`src/rtl/fetch_stage.sv`:
```
// IF stage: owns the PC, reads combinational imem, and registers the word into IF/ID one edge later.
// Priority redirect > stall > normal; define FETCH_JAL_PREDICT_EN to steer fetch to JAL targets at predecode.
module fetch_stage #(
  parameter logic [31:0] RESET_PC  = 32'h0000_0000,
  parameter logic [31:0] NOP_INSTR = 32'h0000_0013
) (
  input  logic        clk,
  input  logic        rst_n,
  input  logic        stall,
  input  logic        flush,
  input  logic        redirect_valid,
  input  logic [31:0] redirect_pc,
  output logic [31:0] imem_pc,
  input  logic [31:0] imem_instruction,
  output logic [31:0] id_pc,
  output logic [31:0] id_pc_plus4,
  output logic [31:0] id_instruction,
  output logic        id_valid,
  output logic        id_pred_taken,
  output logic        fetch_misaligned
);

  logic [31:0] pc_q;
  logic [31:0] next_pc;

  assign imem_pc = pc_q;

`ifdef FETCH_JAL_PREDICT_EN
  logic        is_jal;
  logic [31:0] jal_imm;
  logic        pred_q;

  assign is_jal  = (imem_instruction[6:0] == 7'b1101111);
  // J-type immediate: imm[20|10:1|11|19:12] scattered across the word, bit 0 implied zero.
  assign jal_imm = {{11{imem_instruction[31]}}, imem_instruction[31], imem_instruction[19:12],
                    imem_instruction[20], imem_instruction[30:21], 1'b0};
  assign next_pc = is_jal ? (pc_q + jal_imm) : (pc_q + 32'd4);

  // Any kill (reset, redirect, flush) clears the flag; a stall without flush holds it.
  always_ff @(posedge clk) begin
    if (!rst_n || redirect_valid || flush) begin
      pred_q <= 1'b0;
    end else if (!stall) begin
      pred_q <= is_jal;
    end
  end

  assign id_pred_taken = pred_q;
`else
  assign next_pc       = pc_q + 32'd4;
  assign id_pred_taken = 1'b0;
`endif

  always_ff @(posedge clk) begin
    if (!rst_n) begin
      pc_q             <= RESET_PC;
      id_pc            <= 32'h0000_0000;
      id_pc_plus4      <= 32'h0000_0004;
      id_instruction   <= NOP_INSTR;
      id_valid         <= 1'b0;
      fetch_misaligned <= 1'b0;
    end else begin
      fetch_misaligned <= redirect_valid & (|redirect_pc[1:0]);
      if (redirect_valid) begin
        // Target is force-aligned; the misaligned pulse reports the dropped bits.
        pc_q           <= {redirect_pc[31:2], 2'b00};
        id_instruction <= NOP_INSTR;
        id_valid       <= 1'b0;
      end else if (stall) begin
        if (flush) begin
          id_instruction <= NOP_INSTR;
          id_valid       <= 1'b0;
        end
      end else begin
        pc_q <= next_pc;
        if (flush) begin
          id_instruction <= NOP_INSTR;
          id_valid       <= 1'b0;
        end else begin
          id_pc          <= pc_q;
          id_pc_plus4    <= pc_q + 32'd4;
          id_instruction <= imem_instruction;
          id_valid       <= 1'b1;
        end
      end
    end
  end

endmodule

```
`config.mk`:
```
export PLATFORM = sky130hd
export DESIGN_NAME = fetch_stage
export DESIGN_NICKNAME = d
export VERILOG_FILES = /design/src/rtl/fetch_stage.sv
export SDC_FILE = /design/constraint.sdc
export NUM_CORES = 1
export LEC_CHECK = 0
export BUFFER_PORTS_ARGS = -buffer_cell sky130_fd_sc_hd__buf_2
export CELL_PAD_IN_SITES_DETAIL_PLACEMENT = 0
export CELL_PAD_IN_SITES_GLOBAL_PLACEMENT = 2
export CORE_ASPECT_RATIO = 0.75
export CORE_MARGIN = 1
export CORE_UTILIZATION = 30
export DETAILED_ROUTE_END_ITERATION = 16
export HOLD_SLACK_MARGIN = 0.15
export PLACE_DENSITY = 0.95
export SLEW_MARGIN = 20
export SYNTH_ARGS = -nofsm -noshare
export SYNTH_HDL_FRONTEND = slang
export SYNTH_SLANG_ARGS = --single-unit
```
`constraint.sdc`:
```
create_clock -name clk -period 3.47 [get_ports clk]
set_input_delay 0.694 -clock clk [delete_from_list [all_inputs] [get_ports clk]]
set_output_delay 0.694 -clock clk [all_outputs]
set_load 0.1 [all_outputs]
```
==> results of run 1 <==
per-layer routing:
layer | routed length, µm | track usage, % | up-vias
met5 | 24 | 0 | -
met4 | 101 | 5.02 | 4
met3 | 1300 | 6.85 | 8
met2 | 6770 | 24.5 | 145
met1 | 7950 | 25.7 | 2157
li1 | - | - | 2448
power breakdown:
group	leakage [nW]	total [mW]	switching, mW	internal (mW)
clock	0.290	1.83	0.652	1.18
combinational	1.67	0.727	0.586	0.141
sequential	1.01	1.55	0.0735	1.48
flip-flops by register name, indices dropped and copies added (netlist names):
| signal | cells |
|---|---|
| fetch_misaligned | 1 |
| id_instruction | 32 |
| id_pc | 30 |
| id_pc_plus4 | 30 |
| id_valid | 1 |
| imem_pc | 30 |
kinds of logic (layout without fill, tap and decap cells):
group / after synthesis / count (layout) / synth area share (%)
flip-flops: 124 / 124 / 46.3
other: 1 / 8 / 0.0699
XOR/XNOR: 53 / 53 / 8.65
adder cells (fa/ha/maj): 1 / 1 / 0.233
buffers and inverters: 71 / 236 / 6.04
AO/OA/AOI/OAI: 141 / 141 / 14.5
AND/OR/NAND/NOR: 208 / 208 / 18.7
multiplexers: 30 / 30 / 5.60
Yosys cell counts, types with 3 or more instances:
library cell / n
dfxtp_1: 124
nor3_2: 5
nor4_1: 4
a21oi_2: 4
a21oi_1: 75
xnor2_1: 39
xor2_1: 14
buf_1: 3
and4_1: 3
clkbuf_1: 40
buf_2: 13
nand2_1: 81
buf_4: 7
o21ai_0: 46
mux2i_1: 30
nand4_1: 10
nand3_1: 12
nor2_1: 56
nor3_1: 15
a211oi_1: 7
or3_1: 5
a211o_1: 3
inv_1: 6
nor2b_1: 4
worst max-delay path by stage:
stage	from	end	slack [ps]	cells past startpoint
2_1_floorplan	imem_pc[10]	id_pc_plus4[26]	720	8
3_5_place_dp	stall	id_pc_plus4[19]	1080	4
6_report	imem_pc[9]	imem_pc[29]	1010	5
5_1_grt	imem_pc[6]	imem_pc[29]	850	5
4_1_cts	imem_pc[6]	imem_pc[29]	1030	5
3_3_place_gp	imem_pc[6]	imem_pc[29]	1130	5
critical path, delay by kind of cell, from the launching register on:
kind / cells / cell delay (ps)
xor gates and xnor gates: 1 / 170
DFF: 1 / 580
AOI/OAI and AO/OA: 1 / 80
and+or+nand+nor: 3 / 1470
metrics by stage:
step / worst slack [ps] / cells
after floorplan: 724 / 635
after global placement: 1130 / 1006
after detailed placement: 1080 / 1006
after CTS: 1030 / 1036
after global routing: 848 / 1036
final: 1010 / 1037
layout make-up:
| cell class | instances | area [µm²] |
|---|---|---|
| Fill cell | 1782 | 10100 |
| Multi-Input combinational cell | 440 | 2590 |
| Sequential cell | 124 | 2480 |
| Timing Repair Buffer | 200 | 1030 |
| Clock buffer | 20 | 467 |
| Tap cell | 236 | 295 |
| Clock inverter | 10 | 140 |
| Inverter | 6 | 22.5 |
| Antenna cell | 1 | 2.50 |
==> summary.txt, run 1 <==
CTS
  • Total number of clock tree sinks: 124
  • Clock Latency Late Sink: 410 ps
  • Clock buffer depth: 2
  • H-tree depth reported by CTS: 4
  • Hold-fix buffers, CTS: 0
  • Clock transition at the registers of the reported paths: 60 ps
  • Clock root buffer: clkbuf_16
  • Post_cts resized: 0
  • CTS buffer count: 17
  • TritonCTS clock tree: built
  • Post-CTS Setup Inserts: 0

Layout
  • Net total in the final layout: 859
  • Most common cell after layout, fill and taps aside: buf_2
  • Area of all placed cells without fillers: 7030 µm²
  • Area added between synthesis and finish: 31.0%
  • Top library cells by usage in the layout, fill and taps aside: buf_2 (192), dfxtp_1 (124), nand2_1 (81), a21oi_1 (75), nor2_1 (56)
  • Fraction of layout cells with a size suffix above 1: 31.1%
  • Final core utilization: 41.0%

Worst setup path
  • Setup slack on the worst flop-to-flop path: 1010 ps
  • Critical path class: flop to flop
  • Crit. End Element: flop
  • Depth of the most critical reg-to-reg path: 5
  • Req. time, crit path: 3730 ps
  • Startpoint of the worst register-to-register path: imem_pc[9]
  • Biggest fanout along the worst timing path: 13
  • Crit path largest cell delay: 580 ps
  • Data arrival time of the worst path: 2720 ps
  • Slowest library cell on the worst path: dfxtp_1
  • Endpoint of the lowest-slack register-to-register path: imem_pc[29]
  • Ordered list of cells on the worst path: and4_1, nand4_1, nor4_1, xnor2_1, a21oi_1
  • Critical Path Source Type: flop

GRT
  • Largest net degree at the start of global routing: 57
  • Wire length of the first global-routing pass: 25,300 µm
  • Total track usage: 17.9%
  • Leftover overflow at the end of global routing: 0
  • Antenna violations before repair: 3
  • Vias in the first global route: 4,483

Floorplan
  • Initial cell density of the core: 31.3%
  • Die boundary width: 156 µm
  • Number of placement rows: 41
  • I/O pins: 200
  • DIE HEIGHT: 118 µm
  • Die area: 18,400 µm²
  • Core region area: 17,100 µm²

Route
  • Average wire per cell in the routed design: 15.6 µm
  • Detailed Route WL: 16,100 µm
  • Vias: 4,762
  • Number of remaining DRC errors: 0
  • Average via count per standard cell: 4.59
  • Drt first pass iters: 4
  • DRC violation total after the first TritonRoute iteration: 265
  • Antenna-violating nets left: 0

Logic synthesis
  • Mean post-synth cell area: 8.53 µm²
  • Synthesis Warnings: 0
  • Cell count after synthesis: 629
  • Area share of the largest cell type after synthesis: 46.3%
  • Netlist Area Pre-Place: 5370 µm²
  • EDFF count, synth: 0
  • Total of flip-flops plus latches after synthesis: 124
  • Main area contributors after synthesis: dfxtp_1 (46%), a21oi_1 (7.0%), xnor2_1 (6.4%)
  • Netlist cell types: 42
  • Top FF cell, synth: dfxtp_1
  • Fraction of the yosys area taken by sequential cells: 46.3%
  • Post-synth top area cell: dfxtp_1
  • Post-synthesis async set-or-reset flop share: 0%

Placed design
  • Cell area reported after detailed placement: 6420 µm²
  • Final RePlAce weighted congestion: 0.798
  • Total half-perimeter wirelength after legalization and detailed placement: 11,400 µm
  • PortBufs: 192

Timing
  • Number of pins exceeding their max-slew limit in the final report: 0
  • Share of the clock period used by the worst path after layout: 70.8%
  • Worst Skew: 7.72 ps
  • Final number of hold-violating endpoints: 0
  • Least-Margin Pin Slew: 710 ps
  • Final period demand of the worst path: 2460 ps
  • Worst Hold Slack: 450 ps
  • Headroom to the max-slew limit: 52.7%
  • Total negative slack for setup checks: 0 ps
  • Number of endpoints failing setup at the final stage: 0
  • Setup repair after global routing missed its margin: no
  • Max Clock Freq: 0.407 GHz

Power
  • Power Total: 4.11 mW
  • Total power divided by cell area: 585 nW/µm²
  • Worst IR Drop VDD: 256 µV
  • Static leakage: 2.98 nW

Hold path
  • Worst hold path stage count: 2
  • Worst hold endpoint: id_pc[29]
  • Startpoint of the lowest-slack hold path: id_pc[29]
  • Worst hold path type: flop to flop

Run status
  • Run status: complete, no violations

Flow run
  • Number of max-cap violations: 0
(Power assumes the default switching activity.)
==> run 2: changes to the inputs <==
--- a/config.mk
+++ b/config.mk
@@ -5,15 +5,16 @@
 export SDC_FILE = /design/constraint.sdc
 export NUM_CORES = 1
 export LEC_CHECK = 0
+export ABC_AREA = 1
 export BUFFER_PORTS_ARGS = -buffer_cell sky130_fd_sc_hd__buf_2
 export CELL_PAD_IN_SITES_DETAIL_PLACEMENT = 0
 export CELL_PAD_IN_SITES_GLOBAL_PLACEMENT = 2
 export CORE_ASPECT_RATIO = 0.75
 export CORE_MARGIN = 1
-export CORE_UTILIZATION = 30
+export CORE_UTILIZATION = 26
 export DETAILED_ROUTE_END_ITERATION = 16
 export HOLD_SLACK_MARGIN = 0.15
-export PLACE_DENSITY = 0.95
+export PLACE_DENSITY = 0.89
 export SLEW_MARGIN = 20
 export SYNTH_ARGS = -nofsm -noshare
 export SYNTH_HDL_FRONTEND = slang
==> constraint.sdc (replaced) <==
create_clock -name clk -period 2.48 [get_ports clk]
set_input_delay 0.496 -clock clk [delete_from_list [all_inputs] [get_ports clk]]
set_output_delay 0.496 -clock clk [all_outputs]
set_load 0.1 [all_outputs]
==> summary.txt, run 2 <==
Run status
  • Run status: complete, no violations (unchanged)

Floorplan
  • Number of placement rows: 45 (was 41)
  • Initial cell density of the core: 26.9% (was 31.3%)
  • Die area: 21,800 µm² (was 18,400 µm²)
  • I/O pins: 200 (unchanged)
  • Die boundary width: 170 µm (was 156 µm)
  • Core region area: 20,500 µm² (was 17,100 µm²)
  • DIE HEIGHT: 128 µm (was 118 µm)

Worst setup path
  • Biggest fanout along the worst timing path: 6 (was 13)
  • Crit. Startpoint: imem_pc[15] (was imem_pc[9])
  • End of the critical path: imem_pc[15] (was imem_pc[29])
  • Startpoint of the worst register-to-register path: imem_pc[3] (was imem_pc[9])
  • Data arrival time of the worst path: 1430 ps (was 2720 ps)
  • Critical path class: flop to primary output (was flop to flop)
  • Slowest library cell on the worst path: dfxtp_1 (unchanged)
  • Bufs and invs on worst path: 1 (was 0)
  • Endpoint of the lowest-slack register-to-register path: imem_pc[28] (was imem_pc[29])
  • Crit. End Element: primary output (was flop)
  • Setup slack on the worst flop-to-flop path: 670 ps (was 1010 ps)
  • Family with the most delay on the worst path: flip-flops (was simple AND/OR/NAND/NOR gates)
  • Req. time, crit path: 1980 ps (was 3730 ps)
  • Depth of the most critical reg-to-reg path: 10 (was 5)
  • Critical Path Source Type: flop (unchanged)
  • Crit path largest cell delay: 510 ps (was 580 ps)
  • Cell depth of the worst setup path: 1 (was 5)
  • Ordered list of cells on the worst path: buf_2 (was and4_1, nand4_1, nor4_1, xnor2_1, a21oi_1)

Layout
  • Non-filler cells, final: 1,254 (was 1,037)
  • Most common cell after layout, fill and taps aside: buf_2 (unchanged)
  • Top library cells by usage in the layout, fill and taps aside: buf_2 (192), nand2_1 (164), dfxtp_1 (124), nor2_1 (104), inv_1 (71) (was buf_2 (192), dfxtp_1 (124), nand2_1 (81), a21oi_1 (75), nor2_1 (56))
  • Fraction of layout cells with a size suffix above 1: 27.4% (was 31.1%)
  • Top reg by flops: id_instruction (unchanged)
  • Net total in the final layout: 1,029 (was 859)
  • Flip-flop count of the largest register, all copies and words added: 32 (unchanged)
  • Antenna fix cells: 0 (was 1)
  • Area added between synthesis and finish: 33.9% (was 31.0%)

CTS
  • Clock transition at the registers of the reported paths: 60 ps (about the same)
  • Total number of clock tree sinks: 124 (unchanged)
  • TritonCTS clock tree: built (unchanged)
  • Clock buffer depth: 2 (unchanged)
  • Clock root buffer: clkbuf_16 (unchanged)
  • Post-CTS Setup Inserts: 0 (unchanged)
  • H-tree depth reported by CTS: 4 (unchanged)
  • Post_cts resized: 0 (unchanged)
  • Hold-fix buffers, CTS: 0 (unchanged)
  • Clock Latency Late Sink: 420 ps (was 410 ps)
  • CTS buffer count: 17 (unchanged)

Placed design
  • PortBufs: 192 (unchanged)
  • Inst Count DP: 1,222 (was 1,006)
  • Worst setup timing slack at the placement stage: 556 ps (was 1080 ps)
  • Final RePlAce weighted congestion: 0.768 (was 0.798)
  • Total half-perimeter wirelength after legalization and detailed placement: 13,900 µm (was 11,400 µm)

Power
  • Static leakage: 3.64 nW (was 2.98 nW)
  • Total power divided by cell area: 797 nW/µm² (was 585 nW/µm²)
  • Worst IR Drop VDD: 321 µV (was 256 µV)

Logic synthesis
  • Top FF cell, synth: dfxtp_1 (unchanged)
  • Main area contributors after synthesis: dfxtp_1 (45%), nand2_1 (11%), nor2_1 (7.1%) (was dfxtp_1 (46%), a21oi_1 (7.0%), xnor2_1 (6.4%))
  • Synthesis Warnings: 0 (unchanged)
  • Cell count after synthesis: 773 (was 629)
  • Total of flip-flops plus latches after synthesis: 124 (unchanged)
  • Commonest cells post-synth: nand2_1 (164), dfxtp_1 (124), nor2_1 (105), inv_1 (71), a21oi_1 (68) (was dfxtp_1 (124), nand2_1 (81), a21oi_1 (75), nor2_1 (56), o21ai_0 (46))
  • Area share of the largest cell type after synthesis: 45.0% (was 46.3%)
  • Library cell with the highest instance count after synthesis: nand2_1 (was dfxtp_1)
  • Netlist Area Pre-Place: 5510 µm² (was 5370 µm²)
  • Post-synthesis async set-or-reset flop share: 0% (unchanged)
  • EDFF count, synth: 0 (unchanged)
  • Mean post-synth cell area: 7.13 µm² (was 8.53 µm²)
  • Fraction of the yosys area taken by sequential cells: 45.0% (was 46.3%)
  • Post-synth top area cell: dfxtp_1 (unchanged)
  • Netlist cell types: 35 (was 42)

Timing
  • Max Clock Freq: 0.519 GHz
  • Worst Skew: 10.2 ps (was 7.72 ps)
  • Slack of the critical path: 553 ps (was 1010 ps)
  • Least-Margin Pin Slew: 553 ps (was 710 ps)
  • Number of endpoints failing setup at the final stage: 0 (unchanged)
  • Setup repair after global routing missed its margin: no (unchanged)
  • Number of pins exceeding their max-slew limit in the final report: 0 (unchanged)
  • Final period demand of the worst path: 1930 ps
  • Share of the clock period used by the worst path after layout: 77.7%
  • Headroom to the max-slew limit: 63.4% (was 52.7%)
  • Final number of hold-violating endpoints: 0 (unchanged)
  • Total negative slack for setup checks: 0 ps (unchanged)

Hold path
  • Worst hold path type: input port to flop (was flop to flop)

Route
  • Vias: 5,527 (was 4,762)
  • Number of remaining DRC errors: 0 (unchanged)
  • Average wire per cell in the routed design: 15.2 µm (was 15.6 µm)
  • Drt first pass iters: 5 (was 4)
  • DRC violation total after the first TritonRoute iteration: 374 (was 265)
  • Detailed Route WL: 19,100 µm (was 16,100 µm)
  • Antenna-violating nets left: 0 (unchanged)
  • Average via count per standard cell: 4.41 (was 4.59)

GRT
  • Leftover overflow at the end of global routing: 0 (unchanged)
  • Wire length of the first global-routing pass: 29,400 µm (was 25,300 µm)
  • Total track usage: 17.8% (was 17.9%)
  • Largest net degree at the start of global routing: 39 (was 57)
  • Vias in the first global route: 5,169 (was 4,483)
  • Antenna violations before repair: 1 (was 3)

Flow run
  • Number of max-cap violations: 0 (unchanged)
run 2: layer usage:
layer / vias up / global-route usage [%] / part of all wire (%)
li1: 2845 / - / -
met1: 2493 / 25.1 / 50
met2: 173 / 25.8 / 42
met3: 14 / 6.11 / 7.8
met4: 2 / 4.45 / 0.70
met5: - / 0 / 0.052
run 2: worst reg2reg max path, delay by kind of cell (launching register included):
family	cells	cell delay (ps)
AND/OR/NAND/NOR	8	950
flip-flops	1	400
adder cells (fa/ha/maj)	1	220
AO/OA/AOI/OAI	1	130
run 2: area by class of cell:
cell class              count  area [µm²]
inverters                  77         289
well taps                 282         353
clock inverters            15         176
repair buffers            210        1120
multi-input cells         529        2540
fillers                  2309       13100
clock buffers              17         425
flip-flops and latches    124        2480
run 2: how the worst min path moves through the flow:
stage | startpoint | end | slack, ps | cells after the start
2_1_floorplan | imem_instruction[0] | id_instruction[0] | 620 | 2
3_3_place_gp | id_pc_plus4[2] | id_pc_plus4[2] | 440 | 1
3_5_place_dp | id_pc_plus4[2] | id_pc_plus4[2] | 450 | 1
4_1_cts | imem_instruction[1] | id_instruction[1] | 270 | 3
5_1_grt | imem_instruction[1] | id_instruction[1] | 270 | 3
6_report | imem_instruction[4] | id_instruction[4] | 290 | 3
run 2: kinds of logic (layout without fill, tap and decap cells):
family,count (synthesis),in the layout,share of synthesized area (%)
flops,124,124,45.0
fa+ha+maj,1,1,0.227
simple gates,343,343,27.1
other cells,1,7,0.0680
compound gates,164,164,15.8
xor+xnor,14,14,2.36
buf+inv,126,319,9.42
run 2: report_power, final:
part           switching [mW]  internal, mW
Combinational           0.960         0.204
Sequential             0.0738          2.08
Clock                    1.05          1.52
Total                    2.09          3.80
run 2: metrics by stage:
step / power, mW / area [µm²] / utilization (%) / hold slack, ps
finish: 5.88 / 7380 / 36.0 / 292
global route: 6.12 / 7380 / 36.0 / 271
detailed placement: 3.37 / 6780 / 33.1 / 449
global placement: 3.36 / 6780 / 33.1 / 442
floorplan: 3.11 / 5540 / - / 624
CTS: 5.95 / 7380 / 36.0 / 268
